## src/rtl/noc_collector_pkg.sv

```systemverilog
// noc_collector_pkg: shared handshake state encoding and packet field layout for the packet collector.
package noc_collector_pkg;
   typedef enum logic {WAIT_REQ = 1'b0, RECEIVE_DATA = 1'b1} state_t;
   localparam int DEF_DATA_W  = 9;
   localparam int DEF_SRC_W   = 6;
   localparam int DEF_ID_W    = 10;
   localparam int DEF_SRC_LSB = DEF_DATA_W;
   localparam int DEF_ID_LSB  = DEF_DATA_W + DEF_SRC_W;
   localparam int DEF_FIELD_W = DEF_ID_LSB + DEF_ID_W;
   function automatic int idLsb(input int dataW, input int srcW);
      return dataW + srcW;
   endfunction
endpackage

```

## src/rtl/collector_fifo.sv

```systemverilog
// collector_fifo: synchronous show-ahead FIFO; the head entry is always visible on dout.
module collector_fifo #(
   parameter int WIDTH = 26,
   parameter int DEPTH = 4
) (
   input  logic                       clk,
   input  logic                       reset,
   input  logic                       push,
   input  logic                       pop,
   input  logic [WIDTH-1:0]           din,
   output logic [WIDTH-1:0]           dout,
   output logic [$clog2(DEPTH):0]     count,
   output logic                       empty,
   output logic                       full
);
   localparam int AW = $clog2(DEPTH);
   localparam int CW = AW + 1;
   logic [WIDTH-1:0] mem [DEPTH];
   logic [AW-1:0] rdPtr, wrPtr;
   assign dout  = mem[rdPtr];
   assign empty = count == '0;
   assign full  = count == CW'(DEPTH);
   always_ff @(posedge clk)
      if (push) mem[wrPtr] <= din;
   // DEPTH is a power of two, so the pointers wrap by plain overflow
   always_ff @(posedge clk or negedge reset)
      if (!reset) begin
         rdPtr <= '0;
         wrPtr <= '0;
         count <= '0;
      end else begin
         if (push) wrPtr <= wrPtr + 1'b1;
         if (pop) rdPtr <= rdPtr + 1'b1;
         count <= count + CW'(push) - CW'(pop);
      end
endmodule

```

## src/rtl/packet_collector.sv

```systemverilog
// packet_collector: router local-port sink with FIFO buffering, per-sender PacketID
// sequence checking and saturating receive/error counters.
module packet_collector
   import noc_collector_pkg::*;
#(
   parameter logic [5:0] ROUTER_ID = 6'b001_010,
   parameter int PACKET_W  = DEF_FIELD_W + 1,
   parameter int DATA_W    = DEF_DATA_W,
   parameter int SRC_W     = DEF_SRC_W,
   parameter int ID_W      = DEF_ID_W,
   parameter int DEPTH     = 4,
   parameter int CNT_W     = 16,
   parameter int SEQ_CHECK = 1
) (
   input  logic                clk,
   input  logic                reset,
   input  logic [PACKET_W-1:0] PacketIn,
   input  logic                ReqUpStr,
   output logic                UpStrFull,
   output logic                GntUpStr,
   output logic [PACKET_W-1:0] PktOut,
   output logic                PktValid,
   input  logic                PktReady,
   output logic [CNT_W-1:0]    RxCount,
   output logic [CNT_W-1:0]    ErrCount,
   output logic                SeqErr,
   output logic [SRC_W-1:0]    ErrSender
);
   localparam int SRC_LSB = DATA_W;
   localparam int ID_LSB  = idLsb(DATA_W, SRC_W);
   localparam int CW      = $clog2(DEPTH) + 1;
   if (PACKET_W < ID_LSB + ID_W || DEPTH < 2 || DEPTH > 64 || (DEPTH & (DEPTH - 1)) != 0
       || $bits(ROUTER_ID) != 6) begin : gBadParams
      $error("packet_collector: illegal parameter set");
   end
   state_t state;
   logic [ID_W-1:0] expTab [2**SRC_W];
   logic [CW-1:0] count, nextCount;
   logic empty, full, capture, pop, mismatch;
   logic [SRC_W-1:0] src;
   logic [ID_W-1:0] pid;
   assign src       = PacketIn[SRC_LSB +: SRC_W];
   assign pid       = PacketIn[ID_LSB +: ID_W];
   assign capture   = state == WAIT_REQ && ReqUpStr && !full;
   assign PktValid  = !empty;
   assign pop       = PktValid && PktReady;
   assign nextCount = count + CW'(capture) - CW'(pop);
   assign mismatch  = SEQ_CHECK != 0 && pid != expTab[src];
   collector_fifo #(.WIDTH(PACKET_W), .DEPTH(DEPTH)) uFifo (
      .clk(clk), .reset(reset), .push(capture), .pop(pop), .din(PacketIn),
      .dout(PktOut), .count(count), .empty(empty), .full(full)
   );
   // RECEIVE_DATA always returns to WAIT_REQ, so the next state is just "captured this edge"
   always_ff @(posedge clk or negedge reset)
      if (!reset) begin
         state     <= WAIT_REQ;
         GntUpStr  <= 1'b0;
         UpStrFull <= 1'b0;
         SeqErr    <= 1'b0;
         RxCount   <= '0;
         ErrCount  <= '0;
         ErrSender <= '0;
         for (int i = 0; i < 2**SRC_W; i++) expTab[i] <= '0;
      end else begin
         state     <= capture ? RECEIVE_DATA : WAIT_REQ;
         GntUpStr  <= capture;
         UpStrFull <= nextCount == CW'(DEPTH);
         SeqErr    <= capture && mismatch;
         if (capture) begin
            expTab[src] <= pid + 1'b1;
            if (!(&RxCount)) RxCount <= RxCount + 1'b1;
            if (mismatch) begin
               ErrSender <= src;
               if (!(&ErrCount)) ErrCount <= ErrCount + 1'b1;
            end
         end
      end
endmodule

```

## config.mk

```make
export PLATFORM = sky130hd
export DESIGN_NAME = packet_collector
export DESIGN_NICKNAME = d
export VERILOG_FILES = /design/src/rtl/noc_collector_pkg.sv /design/src/rtl/collector_fifo.sv /design/src/rtl/packet_collector.sv
export SDC_FILE = /design/constraint.sdc
export NUM_CORES = 1
export LEC_CHECK = 0
export BUFFER_PORTS_ARGS = -buffer_cell sky130_fd_sc_hd__buf_4
export CORE_MARGIN = 3
export CORE_UTILIZATION = 55
export CTS_BUF_LIST = sky130_fd_sc_hd__clkbuf_2
export DETAILED_ROUTE_END_ITERATION = 8
export PLACE_DENSITY = 0.77
export SLEW_MARGIN = 5
export SYNTH_ARGS = -nofsm -noshare
export SYNTH_HDL_FRONTEND = slang
export SYNTH_SLANG_ARGS = --single-unit
export TNS_END_PERCENT = 10
```

## constraint.sdc

```tcl
create_clock -name clk -period 5.85 [get_ports clk]
set_clock_uncertainty 0.2 [all_clocks]
set_input_delay 1.17 -clock clk [delete_from_list [all_inputs] [get_ports clk]]
set_output_delay 1.17 -clock clk [all_outputs]
set_load 0.01 [all_outputs]
```

---- Yosys cells after proc, flatten, opt, wreduce, memory -nomap -nowiden ----
Memory sizes are Yosys's and may differ from the RTL's.
Cells that the tools add are included.
word-level totals
  register bits ........................... 689
  bits in writable memories ............... 104
  bits of input ports ..................... 30
  output and inout port bits .............. 68
  word-level logic and storage cells ...... 112
  memories ................................ 1
memory list
  memory     depth  bits a word  rd ports  clocked after memory_dff  wr ports  RTL line              text
  uFifo.mem  4      26           1         0                         1         collector_fifo.sv:18  logic [WIDTH-1:0] mem [DEPTH];
operators by class
  $add $sub $neg .......................... 7
  $lt $le $gt $ge ......................... 2
  equal/unequal tests ..................... 3
  mux-type cells .......................... 8
  bitwise operators ....................... 4
  reductions and logical operators ........ 13
operators with widths
  operator                 count
  $bwmux W640              1
  $bmux W10 S6             1
  $demux W10 S6            1
  $add A16 B1 Y16 const B  2
  $reduce_and A16 Y1       2
  $mux W10                 3
  $add A10 B1 Y10 const B  1
  $ne A10 B10 Y1           1
  $ge A7 B7 Y1 const B     1
  $lt A7 B1 Y1 const B     1
  $not A6 Y7               1
  $eq A3 B3 Y1 const B     2
  $logic_and A1 B1 Y1      5
  $add A2 B1 Y2 const B    2
  $reduce_and A2 Y1        2
  $add A3 B1 Y3            1
  $logic_not A3 Y1         1
  $not A1 Y1               3
  $reduce_and A3 Y1        1
  $sub A3 B1 Y3            1
  $logic_not A1 Y1         2
  $mux W1                  2

---- Longest topological paths before layout ----
Gate-level depths: netlist of run 1.
  word-level depth ........................ 6
  depth in mapped cells ................... 17
  depth with buffers taken out ............ 11

---- Hierarchy ----
From an unflattened synthesis of run 1, not the netlist that was laid out.
unflattened totals
  cell total of the unflattened synthesis .. 3,114
  area total of the unflattened synthesis .. 34,505.6 µm²
modules (own cells, without submodules)
  module            instances  cells each  area an instance (µm²)  seq. area each (µm²)
  packet_collector  1          2,944       30,314.1                17,041.3
  collector_fifo    1          170         4,191.5                 3,298.2

---- Least setup slack after synthesis of run 1 ----
Ideal clock, no wire load.
  path kind ............................... in2reg
  start ................................... input port PacketIn[9]
  end ..................................... register ErrCount[1]
  setup time .............................. 0.128 ns
  data arrival time ....................... 3.918 ns
  data required time ...................... 5.522 ns
  slack ................................... 1.604 ns
  stages .................................. 15
  buffers on the path ..................... 4
  cell sequence ........................... buf_6 buf_6 buf_6 buf_2 mux2_2 a22oi_1 o221ai_1 a211oi_1 nand4_1 xnor2_1 o2111ai_1 o31ai_4 inv_4 nand2_1 mux2_1
on the way
  cells in the longest elaborated chain, start to end .. 6
RTL lines
  what                                          RTL line                text
  start, declared                               packet_collector.sv:17  input logic [PACKET_W-1:0] PacketIn,
  $not A6 Y7 (not written as such)              packet_collector.sv:48  assign mismatch = SEQ_CHECK != 0 && pid != expTab[src];
  $bmux W10 S6                                  packet_collector.sv:48
  $mux W10 (not written as such) (2 in series)  packet_collector.sv:48
  $ne A10 B10 Y1                                packet_collector.sv:48
  $reduce_and A3 Y1 (no source line)            n/a
  end signal, assigned                          packet_collector.sv:74  if (!(&ErrCount)) ErrCount <= ErrCount + 1'b1;
  end, declared                                 packet_collector.sv:25  output logic [CNT_W-1:0] ErrCount,
Every way passes these cells. The select of a mux whose other input is x is not followed.
A chain may end at the register's enable or synchronous reset.

---- Worst setup path after layout of run 1 ----
  start ................................... register uFifo.rdPtr[0]
  end ..................................... output port PktOut[7]
on the way
  cells in the longest elaborated chain, start to end .. 1
RTL lines
  what                    RTL line                text
  start, declared         collector_fifo.sv:19    logic [AW-1:0] rdPtr, wrPtr;
  start signal, assigned  collector_fifo.sv:33    if (pop) rdPtr <= rdPtr + 1'b1;
  $mem_v2 Z4 W26          n/a
  end, declared           packet_collector.sv:21  output logic [PACKET_W-1:0] PktOut,
Every way passes these cells.

==> metrics.cfg, run 1 <==
[outcome]
status = completed

[placement]
dpl.hpwl_um = 65090
place_inst = 3972
portBuffers = 97
place.gp.congestion = 0.9499

[grt]
track_usage_pct = 31.62
grt_max_degree = 165
grt_pass1_wl_um = 160500
grt_pass1_vias = 27754
grt_overflow_total = 0
antenna_found_initial = 4

[clock_tree]
cts_buffers = 191
insertion_delay_ns = 1.48
clockRootBuffer = clkbuf_2
clkTransAtPathRegs_ns = 0.12
cts_tree = yes
clockBufferDepth = 3
htree_num_levels = 4
holdBufCountCts = 25
cts.sinks = 792
cts_resized = 0
cts_setup_buffers = 0

[synthesis]
syn_area_um2 = 34630
synth_cell_types = 74
synth-main-ff-cell = dfrtp_1
synth.yosys.seq_area_share_pct = 58.73
yosysTopAreaCell = dfrtp_1
syn_nets = 3199
synthArstFlopShare_pct = 86.87
ys_ff_latch = 792
synth_cells = 3159
avgSynthCellArea_um2 = 10.96
synthTopCellsByArea = dfrtp_1, edfxtp_1, nand2_1, mux4_2, o21ai_0
yosysWarnings = 0
synth_edf_count = 104
netlist.area_leader.share_pct = 49.71

[timing]
finalCritPeriodShare_pct = 78.78
max_freq_mhz = 217.0
worstMarginPinSlew_ns = 1.385
relSlewSlack_pct = 6.976
slew_violations = 0
setup_tns_ns = 0
rsz0062_at_grt = no
setup_violations = 0
report.final.hold_viol_count = 0
period_minus_slack_ns = 4.608

[routing]
drt_iter0_drc = 3221
num_vias = 26923
ant_nets = 0
drt-total-wl_um = 103000
viasPerCell = 6.209
drc = 0
wire_per_inst_um = 23.75
dr.pass1.iters = 6

[pwr]
p_int_w = 0.009412
combPwrFrac_pct = 21.7
power_density_nw_per_um2 = 365.5
leakage_nw = 17.23
p_seq_share_pct = 52.9
switching_power_w = 0.004616
ir_worst_vdd_v = 0.0001676
switching_share_pct = 32.90
p_clk_share_pct = 25.3

[worst_setup_path]
critical_path_buf_inv_count = 1
critPathMaxStageDelay_ns = 0.97
path_cells = mux4_2 > buf_4
critPathCaptureType = output pin
cp.required_ns = 4.48
worstSetupStartpointType = register
critPathSlowestCell = dfrtp_2
crit_fanout = 28
cp.arrival_ns = 3.24
path_class = register to output pin
cp_top_family = flip-flops

[cells_and_area]
final_cells = 4336
layout_commonest_cell = dfrtp_1
fin_nets = 3395
most-common-layout-cells = dfrtp_1, nand2_1, o21ai_0, nor2_1, clkbuf_2
final_layout_size_suffix_gt1_share_pct = 20.38
syn2layout_area_growth_pct = 10.80
fillers = 4863

[floorplanning]
io_pins = 98
chipHeight_um = 256.9
core_um2 = 62050
dieWidth_um = 256.9
fp.dieArea_um2 = 66020
rows = 91
start_util_pct = 55.81

[min_path]
hold_class = input pin to register

[job]
drv_cap = 0

-- power groups by stage --
stage	sequential, W	combinational [W]	clock (W)
after global routing	0.00755	0.00334	0.00391
after CTS	0.00741	0.00302	0.00360
final	0.00742	0.00305	0.00356
after floorplan	0.00725	0.00198	0
after global placement	0.00743	0.00287	0
after detailed placement	0.00752	0.00300	0
-- flip-flops by register name (all words and copies together), names as in the netlist --
| register | count |
|---|---|
| expTab | 640 |
| uFifo.rdPtr | 2 |
| uFifo.mem | 104 |
| SeqErr | 1 |
| ErrCount | 16 |
| GntUpStr | 1 |
| uFifo.count | 3 |
| UpStrFull | 1 |
| ErrSender | 6 |
| RxCount | 16 |
| uFifo.wrPtr | 2 |
-- cells in the mapped netlist, types with 3 or more instances --
library cell  count
dfrtp_1         688
nand2_1         577
o21ai_0         389
nor2_1          275
a21oi_1         239
clkbuf_1        159
edfxtp_1        104
mux4_2           90
mux2_2           89
mux2i_1          71
a22oi_1          38
buf_2            37
a221oi_1         36
o22ai_1          33
xnor2_1          33
nand3_1          25
and3_1           20
nand4_1          15
xor2_1           15
a31oi_1          14
inv_1            13
nand3b_1         13
a22o_1           12
and2_1           12
a221o_1          11
buf_4            11
buf_6            11
buf_1             9
ha_1              9
nand2b_1          9
nor3_1            7
nor3b_1           7
nand3_2           6
nor2b_1           6
o2bb2ai_1         6
a211oi_1          5
a222oi_1          5
o221ai_1          4
o31ai_1           4
or3b_2            4
and3b_1           3
o211ai_1          3
o32ai_1           3
-- metrics by stage --
step | total power [W] | hold WS [ns] | util (%) | cell area [um2] | setup WS (ns)
finish | 0.01403 | 0.1327 | 61.84 | 38380 | 1.242
floorplan | 0.009232 | 0.2409 | - | 34630 | 1.604
global route | 0.01481 | 0.02544 | 61.84 | 38380 | 0.9475
global placement | 0.01030 | 0.2550 | 58.71 | 36430 | 0.3827
CTS | 0.01403 | 0.0005832 | 61.79 | 38350 | 1.033
detailed placement | 0.01052 | 0.2590 | 58.71 | 36430 | 0.4852
-- cell families after synthesis --
logic type                 Yosys count  synth area share (%)
adders and majority gates           10                0.3829
and+or+nand+nor                    993                 11.95
DFF                                792                 58.73
AOI/OAI and AO/OA                  818                 13.54
xor gates and xnor gates            48                 1.214
buffers and inverters              246                 3.324
muxes                              252                 10.86
-- final cells by class --
| class | instances | area (um2) | share of cell area, % |
|---|---|---|---|
| Clock inverter | 58 | 295.3 | 0.7695 |
| Sequential cell | 792 | 20340 | 53.00 |
| Timing Repair Buffer | 234 | 1962 | 5.112 |
| Inverter | 15 | 58.81 | 0.1532 |
| Multi-Input combinational cell | 2121 | 13290 | 34.63 |
| Tap cell | 837 | 1047 | 2.729 |
| Antenna cell | 6 | 15.01 | 0.03912 |
| Clock buffer | 273 | 1366 | 3.560 |
-- worst paths after layout --
check	cells after the start	endpoint	slack (ns)	from
setup reg to reg	11	ErrCount[1]$_DFFE_PN0P_	1.95	expTab[582]$_DFFE_PN0P_
hold reg to reg	2	expTab[521]$_DFFE_PN0P_	0.28	expTab[521]$_DFFE_PN0P_
max in group asynchronous	3	ErrCount[5]$_DFFE_PN0P_	3.89	reset
setup / recovery	2	PktOut[7]	1.24	uFifo.rdPtr[0]$_DFFE_PN0P_
min in group asynchronous	2	expTab[352]$_DFFE_PN0P_	0.15	reset
hold / removal	2	expTab[580]$_DFFE_PN0P_	0.13	PacketIn[15]
-- routing by layer --
| metal | share of wire (%) | up-vias | GRT usage (%) |
|---|---|---|---|
| met5 | 0.016 | - | 0 |
| li1 | - | 11664 | - |
| met2 | 46 | 1625 | 48.41 |
| met3 | 11 | 344 | 10.36 |
| met4 | 5.5 | 2 | 16.77 |
| met1 | 37 | 13288 | 40.40 |
Note: power is estimated with default switching activity, not from simulation.
==> run 2: changes to the inputs <==
--- a/config.mk
+++ b/config.mk
@@ -10,7 +10,7 @@
 export CORE_UTILIZATION = 55
 export CTS_BUF_LIST = sky130_fd_sc_hd__clkbuf_2
 export DETAILED_ROUTE_END_ITERATION = 8
-export PLACE_DENSITY = 0.77
+export PLACE_DENSITY = 0.79
 export SLEW_MARGIN = 5
 export SYNTH_ARGS = -nofsm -noshare
 export SYNTH_HDL_FRONTEND = slang
==> constraint.sdc (replaced) <==
create_clock -name clk -period 3.95 [get_ports clk]
set_clock_uncertainty 0.2 [all_clocks]
set_input_delay 0.79 -clock clk [delete_from_list [all_inputs] [get_ports clk]]
set_output_delay 0.79 -clock clk [all_outputs]
set_load 0.01 [all_outputs]
==> run 2 against run 1 <==
Effect of this change:
- utilization up 3.1 points
- setup slack worse by 1.2 ns
- register-to-register slack lost 1.7 ns
- combinational power rose by 63%
- via count grew 2.7%
- first-iteration DRC count grew 5.4%
- worst hold slack improved by 0.056 ns
- power rose by 52%
- clock-buffer cell count is 9 higher
- clock power up 51%
- cell count grew 4.4%
- routed wire length grew 3.4%
==> metrics.cfg, run 2 (synthesis gave the netlist of run 1 again) <==
[outcome]
status = completed  ; unchanged

[floorplanning]
dieWidth_um = 256.9  ; unchanged
io_pins = 98  ; unchanged
core_um2 = 62050  ; unchanged
rows = 91  ; unchanged
fp.dieArea_um2 = 66020  ; unchanged
start_util_pct = 55.81  ; unchanged
chipHeight_um = 256.9  ; unchanged

[clock_tree]
insertion_delay_ns = 1.41  ; was 1.48 ns
clockBufferDepth = 3  ; unchanged
clkTransAtPathRegs_ns = 0.13  ; was 0.12 ns
htree_num_levels = 4  ; unchanged
cts.sinks = 792  ; unchanged
cts_buffers = 192  ; was 191
cts_tree = yes  ; unchanged
clockRootBuffer = clkbuf_2  ; unchanged

[cells_and_area]
final_cells = 4528  ; was 4336
largest_reg_flops = 640  ; unchanged
fin_nets = 3593  ; was 3395
fillers = 4564  ; was 4863
syn2layout_area_growth_pct = 16.35  ; was 10.80%
fin_util_pct = 64.94  ; was 61.84%
most-common-layout-cells = dfrtp_1, nand2_1, o21ai_0, buf_4, clkbuf_2  ; was dfrtp_1, nand2_1, o21ai_0, nor2_1, clkbuf_2
top_regs = expTab: 640 flops, uFifo.mem: 104 flops  ; unchanged
layout_commonest_cell = dfrtp_1  ; unchanged
regMostFlops = expTab  ; unchanged
final_layout_size_suffix_gt1_share_pct = 24.05  ; was 20.38%

[worst_setup_path]
crit_fanout = 5  ; was 28
path_class = input pin to register  ; was register to output pin
r2r_slack_ns = 0.22  ; was 1.95 ns
critPathCaptureType = register  ; was output pin
rr_startpoint = uFifo.count[1]$_DFF_PN0_  ; was expTab[582]$_DFFE_PN0P_
cp.arrival_ns = 4.93  ; was 3.24 ns
cp.required_ns = 4.99  ; was 4.48 ns
r2r_cells = 9  ; was 11
worstSetupStartpointType = input pin  ; was register
worstReg2RegEnd = expTab[386]$_DFFE_PN0P_  ; was ErrCount[1]$_DFFE_PN0P_

[pwr]
power_density_nw_per_um2 = 528.4  ; was 365.5 nW/um2
leakage_nw = 18.30  ; was 17.23 nW
ir_worst_vdd_v = 0.0002649  ; was 0.0001676 V

[routing]
drc = 0  ; unchanged
wl_met3_um = 11250  ; was 11800 um
num_vias = 27637  ; was 26.92k
ant_nets = 0  ; unchanged
dr_wl_met2_um = 48760  ; was 47380 um
wire_per_inst_um = 23.52  ; was 23.75 um
drt-met1-wl_um = 40290  ; was 38160 um
dr.pass1.iters = 6  ; unchanged
viasPerCell = 6.104  ; was 6.209
drt-total-wl_um = 106500  ; was 103000 um
drt_iter0_drc = 3396  ; was 3221
dr.max_layer_used = met4  ; was met5

[grt]
grt_pass1_vias = 28168  ; was 27.75k
grt_overflow_total = 0  ; unchanged
grt_pass1_wl_um = 165600  ; was 160500 um
grt_max_degree = 127  ; was 165
antenna_found_initial = 2  ; was 4
track_usage_pct = 32.68  ; was 31.62%

[timing]
setup_violations = 0  ; unchanged
relSlewSlack_pct = 38.66  ; was 6.976%
report.final.hold_viol_count = 0  ; unchanged
period_minus_slack_ns = 3.885
setup_tns_ns = 0  ; unchanged
worstMarginPinSlew_ns = 0.9200  ; was 1.385 ns
slew_violations = 0  ; unchanged
whs_ns = 0.1892  ; was 0.1327 ns
rsz0062_at_grt = yes  ; was no
max_freq_mhz = 257.4
finalCritPeriodShare_pct = 98.36

[min_path]
hold_path_depth = 2  ; unchanged
min-delay-start = PacketIn[15]  ; unchanged
hold_class = input pin to register  ; unchanged
min_to = uFifo.mem[0][15]$_DFFE_PP_  ; was expTab[580]$_DFFE_PN0P_

[job]
drv_cap = 0  ; unchanged

[placement]
dpl.hpwl_um = 68320  ; was 65090 um
place.gp.congestion = 0.9874  ; was 0.9499
place_inst = 4139  ; was 3972
portBuffers = 97  ; unchanged

## run 2: worst max-delay path, cell delays in order
cell	delay [ns]
dlygate4sd3_1	0.54
buf_4	0.16
dlygate4sd3_1	0.65
buf_12	0.18
nand3b_1	0.25
o32ai_1	0.67
a2111oi_4	0.15
and3_1	0.22
nor4_1	0.17
nand4b_1	0.18
o31ai_4	0.32
buf_12	0.18
inv_4	0.04
nand2_1	0.07
mux2_1	0.35
## run 2: per-stage QoR
step	worst slack (ns)	area [um2]	power [W]
2_1_floorplan	0.08408	34630	0.01367
3_3_place_gp	-0.4562	38040	0.01551
3_5_place_dp	-0.4121	38040	0.01580
4_1_cts	0.01384	40280	0.02113
5_1_grt	-0.04008	40300	0.02238
6_report	0.06462	40300	0.02129
## run 2: how the worst max path moves through the flow
| stage | from | endpoint | slack [ns] | cells after the start |
|---|---|---|---|---|
| 2_1_floorplan | PacketIn[9] | ErrCount[1]$_DFFE_PN0P_ | 0.08 | 15 |
| 3_3_place_gp | PacketIn[10] | ErrCount[1]$_DFFE_PN0P_ | -0.46 | 16 |
| 3_5_place_dp | PacketIn[9] | ErrCount[1]$_DFFE_PN0P_ | -0.41 | 15 |
| 4_1_cts | uFifo.rdPtr[0]$_DFFE_PN0P_ | PktOut[20] | 0.01 | 3 |
| 5_1_grt | uFifo.rdPtr[0]$_DFFE_PN0P_ | PktOut[20] | -0.04 | 3 |
| 6_report | PacketIn[12] | ErrCount[1]$_DFFE_PN0P_ | 0.06 | 15 |
## run 2: metal layers
metal / track usage (%) / up-vias
li1: - / 12060
met1: 42.23 / 13507
met2: 50.36 / 1669
met3: 9.507 / 401
met4: 17.43 / 0
met5: 0 / -
## run 2: where the power goes
part           internal, W  switching [W]  total (W)
sequential         0.00994        0.00102     0.0110
clock              0.00197        0.00340    0.00538
combinational      0.00232        0.00264    0.00496
total               0.0142        0.00706     0.0213
## run 2: layout make-up
cell class	count	area (um2)	share of cell area (%)
clock buffer	282	1411	3.502
inverter	15	58.81	0.1459
tap	837	1047	2.599
sequential	792	20340	50.48
multi-input combinational	2121	13290	32.98
antenna	3	7.507	0.01863
clock inverter	47	244.0	0.6054
timing repair buffer	431	3896	9.668
## run 2: what timing repair did
| action | in CTS | in global routing |
|---|---|---|
| hold buffers | 54 | 0 |
| resized for setup | 2 | 3 |
| setup buffers | 3 | 0 |
| endpoints found under the hold margin | 1322 | 0 |
| setup endpoints to repair | 26 | 7 |
